<file path="src/rtl/ctr_req_arbiter_if.sv">
// Counter request offer bus: one registered offer (address + direction)
// held by the arbiter until the counter sequencer acknowledges it.
interface ctr_req_arbiter_if #(
    parameter int ADDRW = 6
);
    logic             req_valid;
    logic [ADDRW-1:0] req_addr;
    logic             req_dir;
    logic             req_ack;

    modport master (output req_valid, req_addr, req_dir, input req_ack);
    modport slave  (input req_valid, req_addr, req_dir, output req_ack);
endinterface

</file>
<file path="src/rtl/ctr_req_arbiter.sv">
// ctr_req_arbiter: latches plus/minus involuntary-counter pulses per channel
// and arbitrates them (fixed priority or round-robin) into a single offer.
// Optional feature macro: CTRREQ_PM_CANCEL_EN (P and M pending on the same,
// not-offered channel cancel each other out).
module ctr_req_arbiter #(
    parameter int NCH       = 16,
    parameter int ADDRW     = 6,
    parameter int BASE_ADDR = 26,
    parameter int RR        = 0
) (
    input  logic                CLOCK,
    input  logic                rst,
    input  logic [NCH-1:0]      pulse_p,
    input  logic [NCH-1:0]      pulse_m,
    input  logic                clr_ovf,
    output logic [NCH-1:0]      ovf,
    ctr_req_arbiter_if.master   req
);
    localparam int IW = (NCH > 1) ? $clog2(NCH) : 1;

    localparam logic [0:0] ST_IDLE  = 1'b0;
    localparam logic [0:0] ST_OFFER = 1'b1;

    generate
        if (NCH < 1 || NCH > 32) begin : g_bad_nch
            $error("ctr_req_arbiter: NCH must be in 1..32");
        end
        if (BASE_ADDR + NCH - 1 >= (1 << ADDRW)) begin : g_bad_addr
            $error("ctr_req_arbiter: BASE_ADDR+NCH-1 does not fit in ADDRW bits");
        end
    endgenerate

    logic [NCH-1:0]   samp_p, prev_p, samp_m, prev_m;
    logic [NCH-1:0]   rise_p, rise_m;
    logic [NCH-1:0]   lat_p, lat_m;
    logic [NCH-1:0]   clr_p, clr_m;
    logic [NCH-1:0]   cancel;
    logic [NCH-1:0]   elig_p, elig_m, elig;
    logic [0:0]       state;
    logic [IW-1:0]    gidx;
    logic             gdir;
    logic [IW-1:0]    ptr;
    logic             win_found;
    logic [IW-1:0]    win_idx;
    logic             win_dir;
    logic             off_valid;
    logic [ADDRW-1:0] off_addr;
    logic             off_dir;

    assign req.req_valid = off_valid;
    assign req.req_addr  = off_addr;
    assign req.req_dir   = off_dir;

    assign rise_p = samp_p & ~prev_p;
    assign rise_m = samp_m & ~prev_m;

    // Edge-detect registers; during reset they track the inputs so a level
    // already high at release is treated as seen and raises no request.
    always_ff @(posedge CLOCK) begin
        if (!rst) begin
            samp_p <= pulse_p;
            prev_p <= pulse_p;
            samp_m <= pulse_m;
            prev_m <= pulse_m;
        end else begin
            samp_p <= pulse_p;
            prev_p <= samp_p;
            samp_m <= pulse_m;
            prev_m <= samp_m;
        end
    end

    // Latch-clear strobes for the granted channel/direction on acknowledge.
    always_comb begin
        clr_p = '0;
        clr_m = '0;
        if (state == ST_OFFER && req.req_ack) begin
            if (gdir) clr_m[gidx] = 1'b1;
            else      clr_p[gidx] = 1'b1;
        end
    end

`ifdef CTRREQ_PM_CANCEL_EN
    logic [NCH-1:0] offered;

    // Mask of the channel currently on the bus; it is exempt from cancel.
    always_comb begin
        offered = '0;
        if (state == ST_OFFER) offered[gidx] = 1'b1;
    end

    assign cancel = lat_p & lat_m & ~offered;
`else
    assign cancel = '0;
`endif

    assign elig_p = lat_p & ~cancel;
    assign elig_m = lat_m & ~cancel;
    assign elig   = elig_p | elig_m;

    // Winner search: rotating start after the last grant for RR, else index 0.
    always_comb begin
        int start;
        int idx;
        win_found = 1'b0;
        win_idx   = '0;
        start     = 0;
        idx       = 0;
        if (RR != 0) begin
            start = int'(ptr) + 1;
            if (start >= NCH) start = 0;
        end
        for (int k = 0; k < NCH; k++) begin
            idx = start + k;
            if (idx >= NCH) idx = idx - NCH;
            if (!win_found && elig[idx]) begin
                win_found = 1'b1;
                win_idx   = IW'(idx);
            end
        end
    end

    // Plus wins over minus within the same channel.
    assign win_dir = ~elig_p[win_idx];

    // Request latches and sticky overrun flags; a new edge beats a clear.
    always_ff @(posedge CLOCK) begin
        if (!rst) begin
            lat_p <= '0;
            lat_m <= '0;
            ovf   <= '0;
        end else begin
            lat_p <= (lat_p & ~clr_p & ~cancel) | rise_p;
            lat_m <= (lat_m & ~clr_m & ~cancel) | rise_m;
            ovf   <= (ovf & ~{NCH{clr_ovf}})
                   | (rise_p & lat_p & ~clr_p)
                   | (rise_m & lat_m & ~clr_m);
        end
    end

    // Offer FSM: load a winner from IDLE, hold it frozen until acknowledged.
    always_ff @(posedge CLOCK) begin
        if (!rst) begin
            state     <= ST_IDLE;
            off_valid <= 1'b0;
            off_addr  <= '0;
            off_dir   <= 1'b0;
            gidx      <= '0;
            gdir      <= 1'b0;
            ptr       <= IW'(NCH - 1);
        end else begin
            case (state)
                ST_IDLE: begin
                    if (win_found) begin
                        state     <= ST_OFFER;
                        off_valid <= 1'b1;
                        off_addr  <= ADDRW'(BASE_ADDR + int'(win_idx));
                        off_dir   <= win_dir;
                        gidx      <= win_idx;
                        gdir      <= win_dir;
                        ptr       <= win_idx;
                    end
                end
                default: begin
                    if (req.req_ack) begin
                        state     <= ST_IDLE;
                        off_valid <= 1'b0;
                    end
                end
            endcase
        end
    end
endmodule
</file>
<file path="src/flat_wrapper.sv">
// flat-port wrapper written by rule: the top's interface ports become plain ports
module ctr_req_arbiter_flat 
#(
    parameter int NCH       = 16,
    parameter int ADDRW     = 6,
    parameter int BASE_ADDR = 26,
    parameter int RR        = 0
)
  (CLOCK, rst, pulse_p, pulse_m, clr_ovf, ovf, req_req_valid, req_req_addr, req_req_dir, req_req_ack);
  ctr_req_arbiter_if #(.ADDRW(ADDRW)) req_i ();
  input  logic CLOCK;
  input  logic rst;
  input  logic [NCH-1:0] pulse_p;
  input  logic [NCH-1:0] pulse_m;
  input  logic clr_ovf;
  output logic [NCH-1:0] ovf;
  output wire logic [$bits(req_i.req_valid)-1:0] req_req_valid;
  output wire logic [$bits(req_i.req_addr)-1:0] req_req_addr;
  output wire logic [$bits(req_i.req_dir)-1:0] req_req_dir;
  input wire logic [$bits(req_i.req_ack)-1:0] req_req_ack;
  assign req_req_valid = req_i.req_valid;
  assign req_req_addr = req_i.req_addr;
  assign req_req_dir = req_i.req_dir;
  assign req_i.req_ack = req_req_ack;
  ctr_req_arbiter #(.NCH(NCH), .ADDRW(ADDRW), .BASE_ADDR(BASE_ADDR), .RR(RR)) u_core (.CLOCK(CLOCK), .rst(rst), .pulse_p(pulse_p), .pulse_m(pulse_m), .clr_ovf(clr_ovf), .ovf(ovf), .req(req_i));
endmodule
</file>
<file path="config.mk">
export PLATFORM = sky130hd
export DESIGN_NAME = ctr_req_arbiter_flat
export DESIGN_NICKNAME = d
export VERILOG_FILES = /design/src/rtl/ctr_req_arbiter_if.sv /design/src/rtl/ctr_req_arbiter.sv /design/src/flat_wrapper.sv
export SDC_FILE = /design/constraint.sdc
export NUM_CORES = 1
export LEC_CHECK = 0
export ABC_AREA = 1
export CAP_MARGIN = 0
export CORE_UTILIZATION = 35
export CTS_BUF_LIST = sky130_fd_sc_hd__clkbuf_4 sky130_fd_sc_hd__clkbuf_8
export CTS_CLUSTER_SIZE = 10
export DETAILED_ROUTE_END_ITERATION = 6
export HOLD_SLACK_MARGIN = 0.12
export PLACE_DENSITY = 0.61
export SLEW_MARGIN = 25
export SYNTH_ARGS = -nofsm -noshare
export SYNTH_HDL_FRONTEND = slang
export SYNTH_SLANG_ARGS = --single-unit
</file>
<file path="constraint.sdc">
create_clock -name CLOCK -period 2.55 [get_ports CLOCK]
set_input_delay 0.3825 -clock CLOCK [delete_from_list [all_inputs] [get_ports CLOCK]]
set_output_delay 0.3825 -clock CLOCK [all_outputs]
set_load 0.03 [all_outputs]
</file>
* Word-level counts from Yosys, hierarchy flattened *
Cells that the tools add are included.

cells by class
  reductions and logical operators = 35
  bitwise operators = 21
  equal/unequal tests = 1
  add/subtract/negate cells = 1
  mux-type cells = 47
  magnitude comparators = 3

operators by type and width
  operator             number
  $and 16x16->16       9
  $mux 16              6
  $not 16->16          5
  $or 16x16->16        5
  $mux 4               14
  $mux 1               25
  $logic_and 1x1->1    17
  $logic_not 1->1      15
  $lt 4x5->1 const B   2
  $add 5x4->6 const A  1
  $bmux 1 s4           1
  $demux 1 s4          1
  $ge 4x1->1 const B   1
  $reduce_and 2->1     2
  $ne 2x2->1 const B   1
  $not 1->1            2
  $reduce_bool 2->1    1

word-level totals
  input port bits = 36
  register bits = 125

* Logic depth before layout (Yosys ltp) *
  word-level depth = 50
  gate-level depth with buffers = 18

* Worst setup path before layout *
Ideal clock, no wire load.

  path kind = reg-to-reg
  start = register u_core.lat_m[0] (netlist: u_core.elig_m[0])
  end = register u_core.off_addr[3] (netlist: u_core.req.req_addr[3])
  library setup time = 0.070 ns
  stages on the path, launching flop included = 15
  period minus slack after synthesis = 2.183 ns
  data arrival time = 2.114 ns
  path slack = 0.367 ns
  path buffers = 0
  cells stage by stage = dfxtp_1 > nor2_4 > nand2_4 > nor2_4 > nand4_2 > nor2_4 > nand4_4 > nor3_4 > o211ai_2 > and2_4 > nand2_2 > ha_1 > inv_1 > ha_1 > a21oi_1

on the way
  cells in the longest elaborated chain, start to end = 48

RTL lines
  element                 line                    RTL
  start, declared         ctr_req_arbiter.sv:35   logic [NCH-1:0] lat_p, lat_m;
  start signal, assigned  ctr_req_arbiter.sv:134  lat_m <= (lat_m & ~clr_m & ~cancel) | rise_m;
  $or 16x16->16 *         ctr_req_arbiter.sv:99   assign elig = elig_p | elig_m;
  $mux 1 *                ctr_req_arbiter.sv:116  if (!win_found && elig[idx]) begin
  $logic_not 1->1         ctr_req_arbiter.sv:116
  $logic_and 1x1->1       ctr_req_arbiter.sv:116
  $mux 1 *                ctr_req_arbiter.sv:116
  $logic_not 1->1         ctr_req_arbiter.sv:116
  $logic_and 1x1->1       ctr_req_arbiter.sv:116
  $mux 1 *                ctr_req_arbiter.sv:116
  [... 33 more ...]       --
  $logic_not 1->1         ctr_req_arbiter.sv:116
  $logic_and 1x1->1       ctr_req_arbiter.sv:116
  $mux 1                  ctr_req_arbiter.sv:116
  $logic_not 1->1         ctr_req_arbiter.sv:116
  $logic_and 1x1->1       ctr_req_arbiter.sv:116
  $mux 4 *                ctr_req_arbiter.sv:116
  net u_core.win_idx[2]   ctr_req_arbiter.sv:44   logic [IW-1:0] win_idx;
  $add 5x4->6 *           ctr_req_arbiter.sv:157  off_addr <= ADDRW'(BASE_ADDR + int'(win_idx));
  end signal, assigned    ctr_req_arbiter.sv:157
  end, declared           ctr_req_arbiter.sv:47   logic [ADDRW-1:0] off_addr;

The timed path passes the listed nets; every way through them passes the cells marked *.
A chain may end at the register's enable or synchronous reset.

* Worst setup path in the final report *
  start = register u_core.lat_p[3] (netlist: u_core.elig_p[3])
  end = register u_core.off_addr[3] (netlist: u_core.req.req_addr[3])

on the way
  cells in the longest elaborated chain, start to end = 40

RTL lines
  element                 line                    RTL
  start, declared         ctr_req_arbiter.sv:35
  start signal, assigned  ctr_req_arbiter.sv:133  lat_p <= (lat_p & ~clr_p & ~cancel) | rise_p;
  $or 16x16->16 *         ctr_req_arbiter.sv:99
  $logic_and 1x1->1 *     ctr_req_arbiter.sv:116
  $mux 1                  ctr_req_arbiter.sv:116
  $logic_not 1->1         ctr_req_arbiter.sv:116
  $logic_and 1x1->1       ctr_req_arbiter.sv:116
  $mux 1                  ctr_req_arbiter.sv:116
  $logic_not 1->1         ctr_req_arbiter.sv:116
  $logic_and 1x1->1       ctr_req_arbiter.sv:116
  [... 25 more ...]       --
  $logic_not 1->1         ctr_req_arbiter.sv:116
  $logic_and 1x1->1       ctr_req_arbiter.sv:116
  $mux 1                  ctr_req_arbiter.sv:116
  $logic_not 1->1         ctr_req_arbiter.sv:116
  $logic_and 1x1->1       ctr_req_arbiter.sv:116
  $mux 4 *                ctr_req_arbiter.sv:116
  net u_core.win_idx[2]   ctr_req_arbiter.sv:44
  $add 5x4->6 *           ctr_req_arbiter.sv:157

Marks and branches as above.

==> impl_summary.log <==
INFO  metric fmax = 407 MHz
INFO  metric first_pass_grt_wire_length = 18,300 um
INFO  metric seq_area_frac_synth = 52.0%
INFO  metric area_growth_syn_to_layout = 27.3%
INFO  metric ys_warn_count = 0
INFO  metric drive_gt1_share = 10.9%
INFO  metric cts_tree = yes
INFO  metric detailed_placement_wirelength_estimate = 7840 um
INFO  metric power_per_cell_area = 742 nW/um2
INFO  metric tritoncts_num_sinks = 124
INFO  metric path_class = reg2reg
INFO  metric worst_hold_slack = 0.415 ns
INFO  metric drt_pass1_iterations = 5
INFO  metric layout_commonest_cell = sky130_fd_sc_hd__nand2_1
INFO  metric routed_wl = 11,100 um
INFO  metric routed-wl-met2 = 5160 um
INFO  metric crit_fanout = 3
INFO  metric max_slew.worst_pin.slew = 0.595 ns
INFO  metric worstSkewPairLatency = 0.43 ns
INFO  metric coreArea = 13,300 um2
INFO  metric port_buffers = 59
INFO  metric antenna_diode_instance_count = 0
INFO  metric cp_data_arrival_time = 2.77 ns
INFO  metric drcViolationCount = 0
INFO  metric final_period_minus_worst_setup_slack = 2.46 ns
INFO  metric std_cell_rows = 42
INFO  metric ctsLongestPathBuffers = 2
INFO  metric routedLengthMet1 = 5350 um
INFO  metric postSynthAreaPerCell = 7.45 um2
INFO  metric total_power = 4.51 mW
INFO  metric max_slew_margin = 60.3%
INFO  metric syn_std_cell_area = 4780 um2
INFO  metric ctsHoldBuffers = 0
INFO  metric fin_setup_tns = 0 ns
INFO  metric layout_common_cells = sky130_fd_sc_hd__nand2_1, sky130_fd_sc_hd__dfxtp_1, sky130_fd_sc_hd__inv_1, sky130_fd_sc_hd__clkdlybuf4s50_1, sky130_fd_sc_hd__nor2_1
INFO  metric cts.htree.levels = 4
INFO  metric ioPinCount = 60
INFO  metric critical_path.startpoint_type = flip-flop
INFO  metric detail_route.iter0.violations = 181
INFO  metric nNetsFinal = 753
INFO  metric finalHoldViolCount = 0
INFO  metric finalWeightedCongestion = 0.848
INFO  metric maxCapViolations = 0
INFO  metric route.antenna.remaining_nets = 0
INFO  metric finish.utilization = 45.8%
INFO  metric vdd_ir_drop_max = 0.000338 V
INFO  metric grt-ovfl-total = 0
INFO  metric critical-path-max-stage-delay = 0.35 ns
INFO  metric post_synthesis_cells = 641
INFO  metric cp-end-kind = flip-flop
INFO  metric report.final.setup_viol = 0
INFO  metric chipHeight = 119 um
INFO  metric grt_pass1_vias = 3,861
INFO  metric clk_root_buffer_cell = sky130_fd_sc_hd__clkbuf_8
INFO  metric timing.final.ws_setup = 0.0942 ns
INFO  metric total_of_flip_flops_plus_latches_after_synthesis = 124
INFO  metric total_leakage_power = 2.81 nW
INFO  metric final.period_utilization = 96.3%
INFO  metric design.die.area = 14,100 um2
INFO  metric post_drt_wl_per_cell = 12.3 um
INFO  metric crit_slowest_cell = sky130_fd_sc_hd__dfxtp_4
INFO  metric cp.required = 2.86 ns
INFO  metric met3_wirelength = 409 um
INFO  metric dp_worst_setup_slack = 0.153 ns
INFO  metric clk_transition_reported_paths = 0.07 ns
INFO  metric slew_violations = 0
INFO  metric grt_start_max_net_pins = 57
INFO  metric detailroute.via_count = 4,126
INFO  metric run_status = complete, no violations
INFO  metric grt_antenna_before_repair = 0
INFO  metric dieWidth = 119 um
INFO  metric grt.total_usage = 16.6%
INFO  metric final.setup_skew = 0.00612 ns
INFO  metric most_prevalent_standard_cell_on_the_critical_path = sky130_fd_sc_hd__nor2_4
INFO  metric start_util = 35.9%
INFO  metric synthDistinctLibCells = 31
INFO  metric tritoncts.num_buffers = 17
INFO  metric vias_per_cell = 4.58
INFO  metric timing.critical_path.cells = nor2_4, nand2_2, nor2_4, nand4_4, nor2_4, nand4_4, nor3_4, o211ai_2, and2_4, nand2_4, ha_4, inv_2, ha_4, a21oi_2
INFO  metric syn-num-nets = 679
INFO  metric min-delay-path-class = in2reg
INFO  metric top_layer = met4
==> sequential cells by signal, summed over array words and instances, names as in the netlist <==
register              count
u_core.elig_m            16
u_core.elig_p            16
u_core.gdir               1
u_core.gidx               3
u_core.ovf               16
u_core.prev_m            16
u_core.prev_p            16
u_core.req.req_addr       6
u_core.req.req_valid      1
u_core.samp_m            16
u_core.samp_p            16
u_core.state              1
==> metal layers <==
metal	vias to the layer above	GRT usage (%)
met3	13	4.84
met2	79	26.4
met5	-	0
li1	2143	-
met4	0	6.09
met1	1891	21.3
==> critical path: cells and delay by family, from the launching register on <==
kind,cells,cell delay [ns]
and+or+nand+nor,9,1.36
adders and majority gates,2,0.38
DFF,1,0.35
AOI/OAI and AO/OA,2,0.21
buffers and inverters,1,0.04
==> through the flow <==
stage               instances  area [um2]
global placement          862        5550
detailed placement        862        5550
floorplan                 641        4780
CTS                       891        5940
global route              901        6080
finish                    901        6080
==> area by class of cell <==
type	instances	area, um2
Fill cell	1342	7210
Sequential cell	124	2490
Multi-Input combinational cell	423	2000
Timing Repair Buffer	73	703
Clock buffer	22	297
Inverter	76	285
Tap cell	176	220
Clock inverter	7	90.1
==> cell usage after synthesis <==
cell,n,share of area (%)
sky130_fd_sc_hd__nor2_4,4,0.94
sky130_fd_sc_hd__o211ai_2,1,0.26
sky130_fd_sc_hd__clkbuf_1,15,1.2
sky130_fd_sc_hd__nand4_2,1,0.26
sky130_fd_sc_hd__inv_2,4,0.31
sky130_fd_sc_hd__inv_1,72,5.7
sky130_fd_sc_hd__buf_2,1,0.10
sky130_fd_sc_hd__nor3_4,1,0.34
sky130_fd_sc_hd__o31ai_1,2,0.31
sky130_fd_sc_hd__buf_1,1,0.078
sky130_fd_sc_hd__o21ai_1,5,0.52
sky130_fd_sc_hd__ha_1,2,0.52
sky130_fd_sc_hd__nand2_4,3,0.71
sky130_fd_sc_hd__nand2_2,2,0.26
sky130_fd_sc_hd__nor3_1,2,0.21
sky130_fd_sc_hd__o21ai_0,12,1.3
sky130_fd_sc_hd__nand3_1,20,2.1
sky130_fd_sc_hd__and2_4,1,0.18
sky130_fd_sc_hd__nand4_4,2,0.89
sky130_fd_sc_hd__a311oi_1,1,0.18
sky130_fd_sc_hd__nor2_1,55,4.3
sky130_fd_sc_hd__nand2_1,246,19
sky130_fd_sc_hd__a211oi_1,1,0.16
sky130_fd_sc_hd__or2_2,2,0.26
sky130_fd_sc_hd__a21oi_1,41,4.3
sky130_fd_sc_hd__o221ai_1,13,2.4
sky130_fd_sc_hd__o21a_1,3,0.47
sky130_fd_sc_hd__buf_4,1,0.16
sky130_fd_sc_hd__dfxtp_1,124,52
sky130_fd_sc_hd__nor2_2,2,0.26
sky130_fd_sc_hd__nor4_1,1,0.13
==> kinds of logic after synthesis <==
family | synth area share (%)
DFF | 52.0
adders and majority gates | 0.524
and+or+nand+nor | 30.2
AOI/OAI and AO/OA | 9.85
buffers and inverters | 7.49
==> path summary, 6_finish.rpt <==
check,from,endpoint,slack (ns),cells past startpoint
min reg2reg,u_core.samp_m[8],u_core.prev_m[8],0.45,2
max,u_core.elig_p[3],u_core.req.req_addr[3],0.09,14
min,pulse_m[11],u_core.samp_m[11],0.42,1
max reg2reg,u_core.elig_p[3],u_core.req.req_addr[3],0.09,14
==> what timing repair did <==
action	CTS	global route
resized for setup	0	17
setup buffers	0	10
endpoints found under the setup margin	0	6
==> where the power goes <==
group | switching [mW] | internal [mW] | leakage, nW
Combinational | 0.406 | 0.271 | 1.58
Sequential | 0.0839 | 2.08 | 1.04
Clock | 0.709 | 0.961 | 0.196
Total | 1.20 | 3.31 | 2.81
(Power assumes the default switching activity.)
